<file path="src/rtl/exec_pkg.sv">
// Shared opcodes, state encoding and width defaults for the accumulator execute stage.
// The HALT state exists only when EXEC_HALT_EN is defined.
package exec_pkg;

   localparam int DATA_W_DEF  = 6;
   localparam int ADDR_W_DEF  = 3;
   localparam int INSTR_W_DEF = 8;
   localparam int OP_W        = 3;
   localparam int IMM_W       = 5;

   localparam logic [OP_W-1:0] OP_NOP = 3'b000;
   localparam logic [OP_W-1:0] OP_LDI = 3'b001;
   localparam logic [OP_W-1:0] OP_LD  = 3'b010;
   localparam logic [OP_W-1:0] OP_ST  = 3'b011;
   localparam logic [OP_W-1:0] OP_ADD = 3'b100;
   localparam logic [OP_W-1:0] OP_SUB = 3'b101;
   localparam logic [OP_W-1:0] OP_AND = 3'b110;
   localparam logic [OP_W-1:0] OP_XOR = 3'b111;

   localparam logic [IMM_W-1:0] HALT_IMM = 5'h1F;

`ifdef EXEC_HALT_EN
   typedef enum logic [1:0] {ST_IDLE, ST_EXEC, ST_WRITE, ST_HALT} state_e;
`else
   typedef enum logic [1:0] {ST_IDLE, ST_EXEC, ST_WRITE} state_e;
`endif

endpackage

</file>
<file path="src/rtl/exec_alu.sv">
// Combinational ALU: computes the new accumulator value and flags for one opcode.
// wb_o marks ops that update x8/zero; carry_en_o marks ops that update carry.
module exec_alu
   import exec_pkg::*;
#(
   parameter int DATA_W = DATA_W_DEF
) (
   input  logic [OP_W-1:0]   op_i,
   input  logic [DATA_W-1:0] x8_i,
   input  logic [DATA_W-1:0] reg_i,
   input  logic [IMM_W-1:0]  imm_i,
   output logic [DATA_W-1:0] result_o,
   output logic              carry_o,
   output logic              zero_o,
   output logic              wb_o,
   output logic              carry_en_o
);

   logic [DATA_W:0] sum;
   logic [DATA_W:0] diff;

   // The extra top bit is the carry out for ADD and the borrow for SUB.
   assign sum  = {1'b0, x8_i} + {1'b0, reg_i};
   assign diff = {1'b0, x8_i} - {1'b0, reg_i};

   always_comb begin
      result_o   = x8_i;
      carry_o    = 1'b0;
      wb_o       = 1'b0;
      carry_en_o = 1'b0;
      case (op_i)
         OP_LDI: begin
            result_o = DATA_W'(imm_i);
            wb_o     = 1'b1;
         end
         OP_LD: begin
            result_o = reg_i;
            wb_o     = 1'b1;
         end
         OP_ADD: begin
            result_o   = sum[DATA_W-1:0];
            carry_o    = sum[DATA_W];
            wb_o       = 1'b1;
            carry_en_o = 1'b1;
         end
         OP_SUB: begin
            result_o   = diff[DATA_W-1:0];
            carry_o    = diff[DATA_W];
            wb_o       = 1'b1;
            carry_en_o = 1'b1;
         end
         OP_AND: begin
            result_o = x8_i & reg_i;
            wb_o     = 1'b1;
         end
         OP_XOR: begin
            result_o = x8_i ^ reg_i;
            wb_o     = 1'b1;
         end
         default: ;
      endcase
      zero_o = (result_o == '0);
   end

endmodule

</file>
<file path="src/rtl/exec_sequencer.sv">
// Accumulator execute stage in front of the x0-x7 register file: one instruction in flight.
// Define EXEC_HALT_EN to make op 000 / operand 5'h1F a sticky HALT.
module exec_sequencer
   import exec_pkg::*;
#(
   parameter int DATA_W  = DATA_W_DEF,
   parameter int ADDR_W  = ADDR_W_DEF,
   parameter int INSTR_W = INSTR_W_DEF
) (
   input  logic               clk,
   input  logic               reset,
   input  logic [INSTR_W-1:0] instr,
   input  logic               instr_valid,
   output logic               instr_ready,
   input  logic [DATA_W-1:0]  regOut,
   output logic [ADDR_W-1:0]  regAddr,
   output logic               writeReg,
   output logic [DATA_W-1:0]  x8,
   output logic               zero,
   output logic               carry,
   output logic               halted
);

   state_e              state_q, state_d;
   logic [INSTR_W-1:0]  ir_q, ir_d;
   logic [ADDR_W-1:0]   addr_q, addr_d;
   logic                wr_q, wr_d;
   logic [DATA_W-1:0]   x8_q, x8_d;
   logic                zero_q, zero_d;
   logic                carry_q, carry_d;

   logic [OP_W-1:0]     op;
   logic [IMM_W-1:0]    imm;
   logic [DATA_W-1:0]   alu_res;
   logic                alu_carry, alu_zero, alu_wb, alu_carry_en;

   assign op  = ir_q[INSTR_W-1 -: OP_W];
   assign imm = ir_q[IMM_W-1:0];

   exec_alu #(.DATA_W(DATA_W)) u_alu (
      .op_i       (op),
      .x8_i       (x8_q),
      .reg_i      (regOut),
      .imm_i      (imm),
      .result_o   (alu_res),
      .carry_o    (alu_carry),
      .zero_o     (alu_zero),
      .wb_o       (alu_wb),
      .carry_en_o (alu_carry_en)
   );

   always_ff @(posedge clk or negedge reset) begin
      if (!reset) begin
         state_q <= ST_IDLE;
         ir_q    <= '0;
         addr_q  <= '0;
         wr_q    <= 1'b0;
         x8_q    <= '0;
         zero_q  <= 1'b1;
         carry_q <= 1'b0;
      end else begin
         state_q <= state_d;
         ir_q    <= ir_d;
         addr_q  <= addr_d;
         wr_q    <= wr_d;
         x8_q    <= x8_d;
         zero_q  <= zero_d;
         carry_q <= carry_d;
      end
   end

   always_comb begin
      state_d = state_q;
      ir_d    = ir_q;
      addr_d  = addr_q;
      wr_d    = wr_q;
      x8_d    = x8_q;
      zero_d  = zero_q;
      carry_d = carry_q;
      case (state_q)
         ST_IDLE: begin
            if (instr_valid) begin
               ir_d    = instr;
               addr_d  = instr[ADDR_W-1:0];
               state_d = ST_EXEC;
            end
         end
         ST_EXEC: begin
            state_d = ST_IDLE;
            if (op == OP_ST) begin
               wr_d    = 1'b1;
               state_d = ST_WRITE;
            end else if (alu_wb) begin
               x8_d   = alu_res;
               zero_d = alu_zero;
               if (alu_carry_en) carry_d = alu_carry;
            end
`ifdef EXEC_HALT_EN
            // HALT decodes as a NOP, so accumulator and flags are already untouched.
            if (op == OP_NOP && imm == HALT_IMM) state_d = ST_HALT;
`endif
         end
         ST_WRITE: begin
            wr_d    = 1'b0;
            state_d = ST_IDLE;
         end
`ifdef EXEC_HALT_EN
         ST_HALT: state_d = ST_HALT;
`endif
         default: state_d = ST_IDLE;
      endcase
   end

   assign instr_ready = (state_q == ST_IDLE);
   assign regAddr     = addr_q;
   assign writeReg    = wr_q;
   assign x8          = x8_q;
   assign zero        = zero_q;
   assign carry       = carry_q;
`ifdef EXEC_HALT_EN
   assign halted      = (state_q == ST_HALT);
`else
   assign halted      = 1'b0;
`endif

endmodule

</file>
<file path="config.mk">
export PLATFORM = sky130hd
export DESIGN_NAME = exec_sequencer
export DESIGN_NICKNAME = d
export VERILOG_FILES = /design/src/rtl/exec_pkg.sv /design/src/rtl/exec_alu.sv /design/src/rtl/exec_sequencer.sv
export SDC_FILE = /design/constraint.sdc
export NUM_CORES = 1
export LEC_CHECK = 0
export CAP_MARGIN = 10
export CORE_ASPECT_RATIO = 0.5
export CORE_MARGIN = 2
export CORE_UTILIZATION = 23
export CTS_BUF_LIST = sky130_fd_sc_hd__clkbuf_4 sky130_fd_sc_hd__clkbuf_8 sky130_fd_sc_hd__clkbuf_16
export DETAILED_ROUTE_END_ITERATION = 7
export GPL_ROUTABILITY_DRIVEN = 0
export PLACE_DENSITY = 0.43
export SYNTH_ARGS = -nofsm -noshare
export SYNTH_HDL_FRONTEND = slang
export SYNTH_HIERARCHICAL = 1
export SYNTH_SLANG_ARGS = --single-unit
</file>
<file path="constraint.sdc">
create_clock -name clk -period 2.7 [get_ports clk]
set_input_delay 0.54 -clock clk [delete_from_list [all_inputs] [get_ports clk]]
set_output_delay 0.54 -clock clk [all_outputs]
set_load 0.01 [all_outputs]
</file>
**Word level (Yosys, flattened, before mapping)**

Index checks and enable logic that the tools add are counted.

- Flip-flop bits (word level): 22
- Input port bits: 17
- Output and inout bits: 14
- Logic and storage cells: 41

- Add/subtract/negate cells: 2
- Equality and inequality tests: 11
- Multiplexer cells: 9
- Bitwise gates (word level): 3
- Reductions and logical operators: 9

Operator list:

| cell | count |
|---|---|
| $pmux W6 S6 | 1 |
| $eq A3 B3 Y1 const B | 4 |
| $add A6 B6 Y7 | 1 |
| $sub A6 B6 Y7 | 1 |
| $and A6 B6 Y6 | 1 |
| $eq A3 B2 Y1 const B | 2 |
| $logic_not A6 Y1 | 1 |
| $reduce_or A6 Y1 | 1 |
| $xor A6 B6 Y6 | 1 |
| $mux W2 | 2 |
| $ne A2 B2 Y1 const B | 2 |
| $pmux W1 S2 | 2 |
| $pmux W2 S2 | 1 |
| $reduce_and A2 Y1 | 2 |
| $reduce_and A4 Y1 | 1 |
| $eq A3 B1 Y1 const B | 1 |
| $mux W1 | 3 |
| $reduce_and A3 Y1 | 1 |
| $eq A2 B1 Y1 const B | 1 |
| $eq A2 B2 Y1 const B | 1 |
| $logic_not A2 Y1 | 1 |
| $reduce_bool A2 Y1 | 1 |
| $reduce_or A2 Y1 | 1 |
| $not A1 Y1 | 1 |

**Longest topological paths before layout**

- Depth in word-level cells: 4
- Gate-level depth with buffers: 10
- Depth with buffers taken out: 10

**By module**

The synthesis kept the hierarchy.

Modules (own cells, without submodules):

| module | times used | cells an instance | area each (µm²) | seq. area each (µm²) |
|---|---|---|---|---|
| exec_alu | 1 | 126 | 905.9 | 0.0 |
| exec_sequencer | 1 | 51 | 810.8 | 476.7 |

**Worst setup path after synthesis**

OpenSTA, ideal clock, no wires.

- Kind: input to register
- From: input port regOut[2]
- To: register zero_q, in the netlist zero
- Library setup time: 59 ps
- Data arrival time: 2,404 ps
- Data required time: 2,641 ps
- Slack: 237 ps
- Stages on the path: 10
- Path buffers: 1
- Cell sequence: inv_1 -> ha_1 -> buf_6 -> inv_1 -> a221oi_1 -> a211oi_2 -> mux2i_1 -> or3_1 -> nor4_2 -> mux2_4

- Cells in the longest elaborated chain, start to end: 3
- Elaborated cells between the ends (all ways): 6
- Classes of those cells: 2 x add/sub; 1 x mux; 2 x bitwise; 1 x reduce/logical

Ends and longest elaborated chain:

| item | RTL line | source |
|---|---|---|
| from (decl) | exec_sequencer.sv:15 | `input logic [DATA_W-1:0] regOut,` |
| $sub A6 B6 Y7 / $add A6 B6 Y7 (equally long branches) | exec_alu.sv:24, exec_alu.sv:23 |  |
| $pmux W6 S6 * | exec_alu.sv:31 | `case (op_i)` |
| named net alu_res[5] | exec_sequencer.sv:34 | `logic [DATA_W-1:0] alu_res;` |
| $logic_not A6 Y1 * | exec_alu.sv:62 | `zero_o = (result_o == '0);` |
| named net alu_zero | exec_sequencer.sv:35 | `logic alu_carry, alu_zero, alu_wb, alu_carry_en;` |
| to (signal assigned) | exec_sequencer.sv:67 | `zero_q <= zero_d;` |
| to (decl) | exec_sequencer.sv:29 | `logic zero_q, zero_d;` |

Mark *: on every way through the listed nets, which the timed path passes. The rest lies on a longest branch.
A chain may end at the register's enable or synchronous reset.

**Worst setup path after layout**

- From: input port regOut[3]
- To: register zero_q, in the netlist zero

The elaborated chain is that of the path after synthesis.

==> out/metrics.cfg <==
[worst_setup_path]
startpoint_type=input pin
crit_fanout=6
critPathKind=input pin to register
cp_slowest_cell=clkdlybuf4s50_1
critPathTopFamily=simple AND/OR/NAND/NOR gates
critPathCaptureType=register
worstPathCellList=clkdlybuf4s50_1, inv_1, ha_4, or2b_1, a21oi_2, a211oi_2, mux2i_1, or3_4, nor4_2, mux2_4
worst-path-buf-inv=2
cpPeakStageDelay_ns=0.48
crit_arrival_ns=2.82
required_ns=2.90

[placement]
post-place-cells=315
portBuffers=29
hpwl_um=3729
dp_slack_ns=-0.3786

[yosys]
async_flop_share_pct=100.0
ys_top_cells_by_count=18 x dfrtp_1, 14 x inv_1, 12 x ha_1, 11 x nor2_1
ys.flop_type=dfrtp_1
synth.largest_area_cell=dfrtp_1
netlist.area_leader.share_pct=26.24
yosys.cell_count.top_type=dfrtp_1
synth_area_leaders=dfrtp_1 26%, ha_1 8.7%, mux2_4 6.1%, mux2_1 5.9%, buf_6 3.9%
syn_nets=208
yosys.cell_types.count=55
synth-seq-area-share_pct=27.77
synth_edf_count=0
syn_inst=177
synth_seq_cells=19
syn-cell-area_um2=1717
avgSynthCellArea_um2=9.699
synth_warnings=6

[finish]
final_util_pct=32.89
final_cells=320
nFillCells=744
diodes=0
register_area_um2=476.7
area_delta_synth_final_pct=39.21
drive_gt1_share_pct=26.79
fin_nets=256
multiInputGateArea_um2=1165

[clocking]
clk_pin_slew_ns=0.05
cts.sinks=19
cts_hold_buffers=0
clkLatencyLatePin_ns=0.25
clock-root-buffer=clkbuf_16
cts_buffers=3
cts_max_level=1
cts_tree=done
cts_buffer_depth=2

[floorplan]
die_x_um=126.2
die_y_um=65.09
ios=31
core.rowCount=22
start_util_pct=23.62
core_um2=7267
die-area_um2=8213

[detailed_routing]
vias=1459
via_per_inst=4.559
wire_per_inst_um=14.72
drtAntennaViolNets=0
drc_errors=0
totalWireLength_um=4711
detail_route.first_pass.iterations=4
drt_iter0_markers=68

[sta]
period_share_pct=97.23
rsz0062_at_grt=no
whs_ns=0.4812
hold_violations=0
slew_violations=0
setup_ws_ns=0.07483
finalCriticalPeriod_ns=2.625
skew_ns=0.001461
setup_viol=0
timing.fmax_mhz=380.9

[worst_hold_path]
holdCritPathClass=register to register

[outcome]
status=completed

[power_and_ir_drop]
p_leak_nw=1.049
powerDensity_nw_per_um2=956.5
ir_drop_v=0.0002568

[global_routing]
overflow=0
grt_pass1_vias=1442
antenna_found_initial=0
grt_pass1_wl_um=7541
grt_usage_pct=11.66
grt_max_degree=20

[run]
maxCapViolCount=0

power breakdown:
part	switching [mW]	internal, mW	leakage [nW]	total [mW]
Clock	0.103	0.211	0.0416	0.314
Sequential	0.133	0.378	0.228	0.511
Combinational	0.659	0.802	0.779	1.46
cell families (layout without fill, tap and decap cells):
family          after synthesis  in the layout  share of synthesized area (%)
simple gates                 50             50                          17.57
compound gates               45             45                          19.10
buf+inv                      27             74                          9.548
flops                        19             19                          27.77
mux                          18             18                          13.19
fa+ha+maj                    14             14                          11.08
xor+xnor                      3              3                          1.531
other cells                   1              1                         0.2184
cells in the final DEF, fill, tap and decap left out, types with 2 or more instances in the layout:
master	Yosys	routed
clkdlybuf4s50_1	0	26
dlymetal6s2s_1	0	2
ha_2	0	2
buf_4	4	26
fa_2	0	2
ha_4	0	3
mux2_1	9	9
a21oi_1	9	8
nor2_1	11	11
a211o_1	3	3
nor3_1	5	4
clkbuf_16	0	3
or3_4	0	2
o311ai_1	1	2
nand3_1	2	2
mux2i_1	2	2
inv_2	1	3
o21ai_1	2	3
o31a_1	2	2
o21ai_0	7	6
nand2b_1	5	5
inv_1	14	12
nand2_1	8	8
o211ai_1	3	3
ha_1	12	7
mux2_4	7	7
dfrtp_1	18	18
xnor2_1	3	2
o211a_1	2	2
nor2b_1	6	6
state kept, by name (all words and copies together) (netlist names):
signal and count:
ir_q 8, x8 6, state_q 2, carry 1, writeReg 1, zero 1
per-layer routing:
layer	wire (µm)	part of all wire, %	global-route usage (%)
met1	2560	54	17.88
met2	1953	41	16.67
met3	145	3.1	1.629
met4	53	1.1	3.709
met5	0	0	0
stage by stage:
step                      power [mW]  cell area, µm²   TNS, ns
after detailed placement       1.827            2207    -1.265
after floorplan                1.302            1717         0
after global placement         1.839            2207    -1.238
after global routing           2.460            2390         0
final                          2.286            2390         0
after CTS                      2.203            2327  -0.01036
worst paths after layout:
kind,startpoint,endpoint,slack [ns],cells after the start
worst max-delay path,regOut[3],zero,0.07,10
worst min-delay path,carry,carry,0.48,1
worst max register to register,x8[0],zero,0.27,9
worst min register to register,carry,carry,0.48,1
max in group asynchronous,reset,zero,1.81,2
min in group asynchronous,reset,x8[5],0.63,2
repair_timing:
action,4_1_cts,5_1_grt
buffers inserted,0,1
pin swaps,1,8
endpoints found under the setup margin,2,3
gates resized for setup,10,12
area by class of cell:
cell class              instances  area share (%)
repair buffers                 55           20.47
clock buffers                   4           3.456
well taps                      96           5.026
multi-input cells             131           48.74
flip-flops and latches         19           19.95
inverters                      15           2.356
Power figures use the tool's default switching activity.
==> RTL change (same settings) <==
Reset style: synchronous (`reset`), changed in one clocked block.
--- a/src/rtl/exec_sequencer.sv
+++ b/src/rtl/exec_sequencer.sv
@@ -50,5 +50,5 @@
    );
 
-   always_ff @(posedge clk or negedge reset) begin
+   always_ff @(posedge clk) begin
       if (!reset) begin
          state_q <= ST_IDLE;
Formal check against the unedited RTL: differs if reset is asserted again (counterexample within 4 cycles, from zero or initial values and one cycle with reset low); with reset held inactive, the same outputs for 10 cycles.
==> RTL change against the unedited design <==
Hold slack worse by 0.021 ns; die area is 0.42% lower; non-clock buffer count stayed put; area after synthesis is 0.44% lower; setup slack better by 0.11 ns; design area is 0.21% higher; sequential cell count stayed put; clock skew is 0.00053 ns higher; first-iteration DRC count is 38% lower; critical path type unchanged; wire length is 6.3% higher; sequential share of layout area is 4.1 points lower.
Power is not compared: it rests on default switching activity, and its combinational part moved more than twofold at a synthesized area within 25%.
==> RTL change: results (changes against the unedited design) <==
Outcome
Result of the run: completed (unchanged).

Global route
The routing usage on met2 came to 19.8% (was 16.7%). The global-route track usage on met1 is 17.9% (about the same). The largest net degree at the start of global routing was 28 (was 20). The wire length of the first global-routing pass is 8070 microns (was 7540 microns). The fraction of met3 tracks used by global routing was 0.908% (was 1.63%).

Synth
The most common flop cell mapped by yosys is dfxtp_1 (was dfrtp_1). The synthesized net count is 238 (was 208). The proportion of synthesized flip-flops having asynchronous set or reset came to 0% (was 100%). The register area share after synthesis is 22.3% (was 27.8%). Largest cells by area after synthesis: dfxtp_1, mux2i_1, ha_1 (was dfrtp_1, ha_1, mux2_4).

Hold path
The number of stages on the worst hold path is 2 (was 1).

Place
The worst slack after detailed placement is -0.381 ns (was -0.379 ns).

Route
The met3 wire length was 206 microns (was 145 microns). The average detailed-routed wire length per instance is 14.4 microns (was 14.7 microns). The iteration-0 DRC count of the detailed router is 42 (was 68). The routed length on met1 is 2560 microns (about the same). The met2 routed wirelength is 2180 microns (was 1950 microns). The total via count in the routed design is 1,632 (was 1,459).

Timing
The post-route clock skew is 0.00199 ns (was 0.00146 ns). The hold slack is 0.461 ns (was 0.481 ns).

Critical path
The maximum fanout along the worst path was 4 (was 6). The arrival time at the worst endpoint came to 2.69 ns (was 2.82 ns). The worst-case reg-to-reg path depth was 10 (was 9).

The slack of the worst reg-to-reg path is 0.24 ns (was 0.27 ns).

Layout
The layout net count is 283 (was 256). The fraction of final layout cells with drive strength greater than 1 was 23.1% (was 26.8%).
RTL change: changes by cell type in the layout (fill, tap and decap cells not counted), moves of 2 or more:
cell	delta
dfxtp_1	+19
dfrtp_1	-18
mux2_1	-9
o21ai_0	+2
nand2_1	+15
inv_2	+2
mux2i_1	+16
mux2_4	-7
nor2b_1	+9
RTL change: cell families after synthesis:
kind of cell | Yosys count | share of synthesized area, %
compound gates | 46 | 19.5
flops | 19 | 22.3
xor+xnor | 3 | 1.54
mux | 18 | 10.5
simple gates | 75 | 24.5
other cells | 1 | 0.219
buf+inv | 31 | 10.4
fa+ha+maj | 14 | 11.1
RTL change: what timing repair did:
item                                    in CTS  in global routing
gates resized for setup                     18                 10
pin swaps                                   15                  9
gates cloned                                 0                  0
buffers inserted                             1                  3
endpoints found under the setup margin       1                  1
RTL change: area by class of cell:
type	instances	area, sq um
Multi-Input combinational cell	157	1260
Inverter	16	60.1
Clock buffer	4	82.6
Tap cell	96	120
Sequential cell	19	380
Fill cell	798	4870
Timing Repair Buffer	55	488
RTL change: report_power, final:
part	internal [uW]	total, uW	switching [uW]
Sequential	292	308	15.8
Combinational	138	269	132
Clock	211	311	101
Total	641	888	248
RTL change: worst max-delay path by stage:
stage,start,cells after the start,end,slack [ns]
2_1_floorplan,regOut[2],11,zero,0.22
3_3_place_gp,regOut[2],12,zero,-0.37
3_5_place_dp,regOut[2],12,zero,-0.38
4_1_cts,regOut[1],11,zero,0.005
5_1_grt,x8[0],12,zero,0.07
6_report,regOut[4],10,zero,0.19
RTL change: tightest hold or removal path: stages (launching register included):
cell	delay, ns
dfxtp_1	0.31
nand2_1	0.05
mux2i_1	0.05
RTL change: through the flow:
step	cell area (sq um)	instances
after global placement	2170	339
after detailed placement	2170	339
after floorplan	1710	207
final	2390	347
after CTS	2340	344
after global routing	2390	347
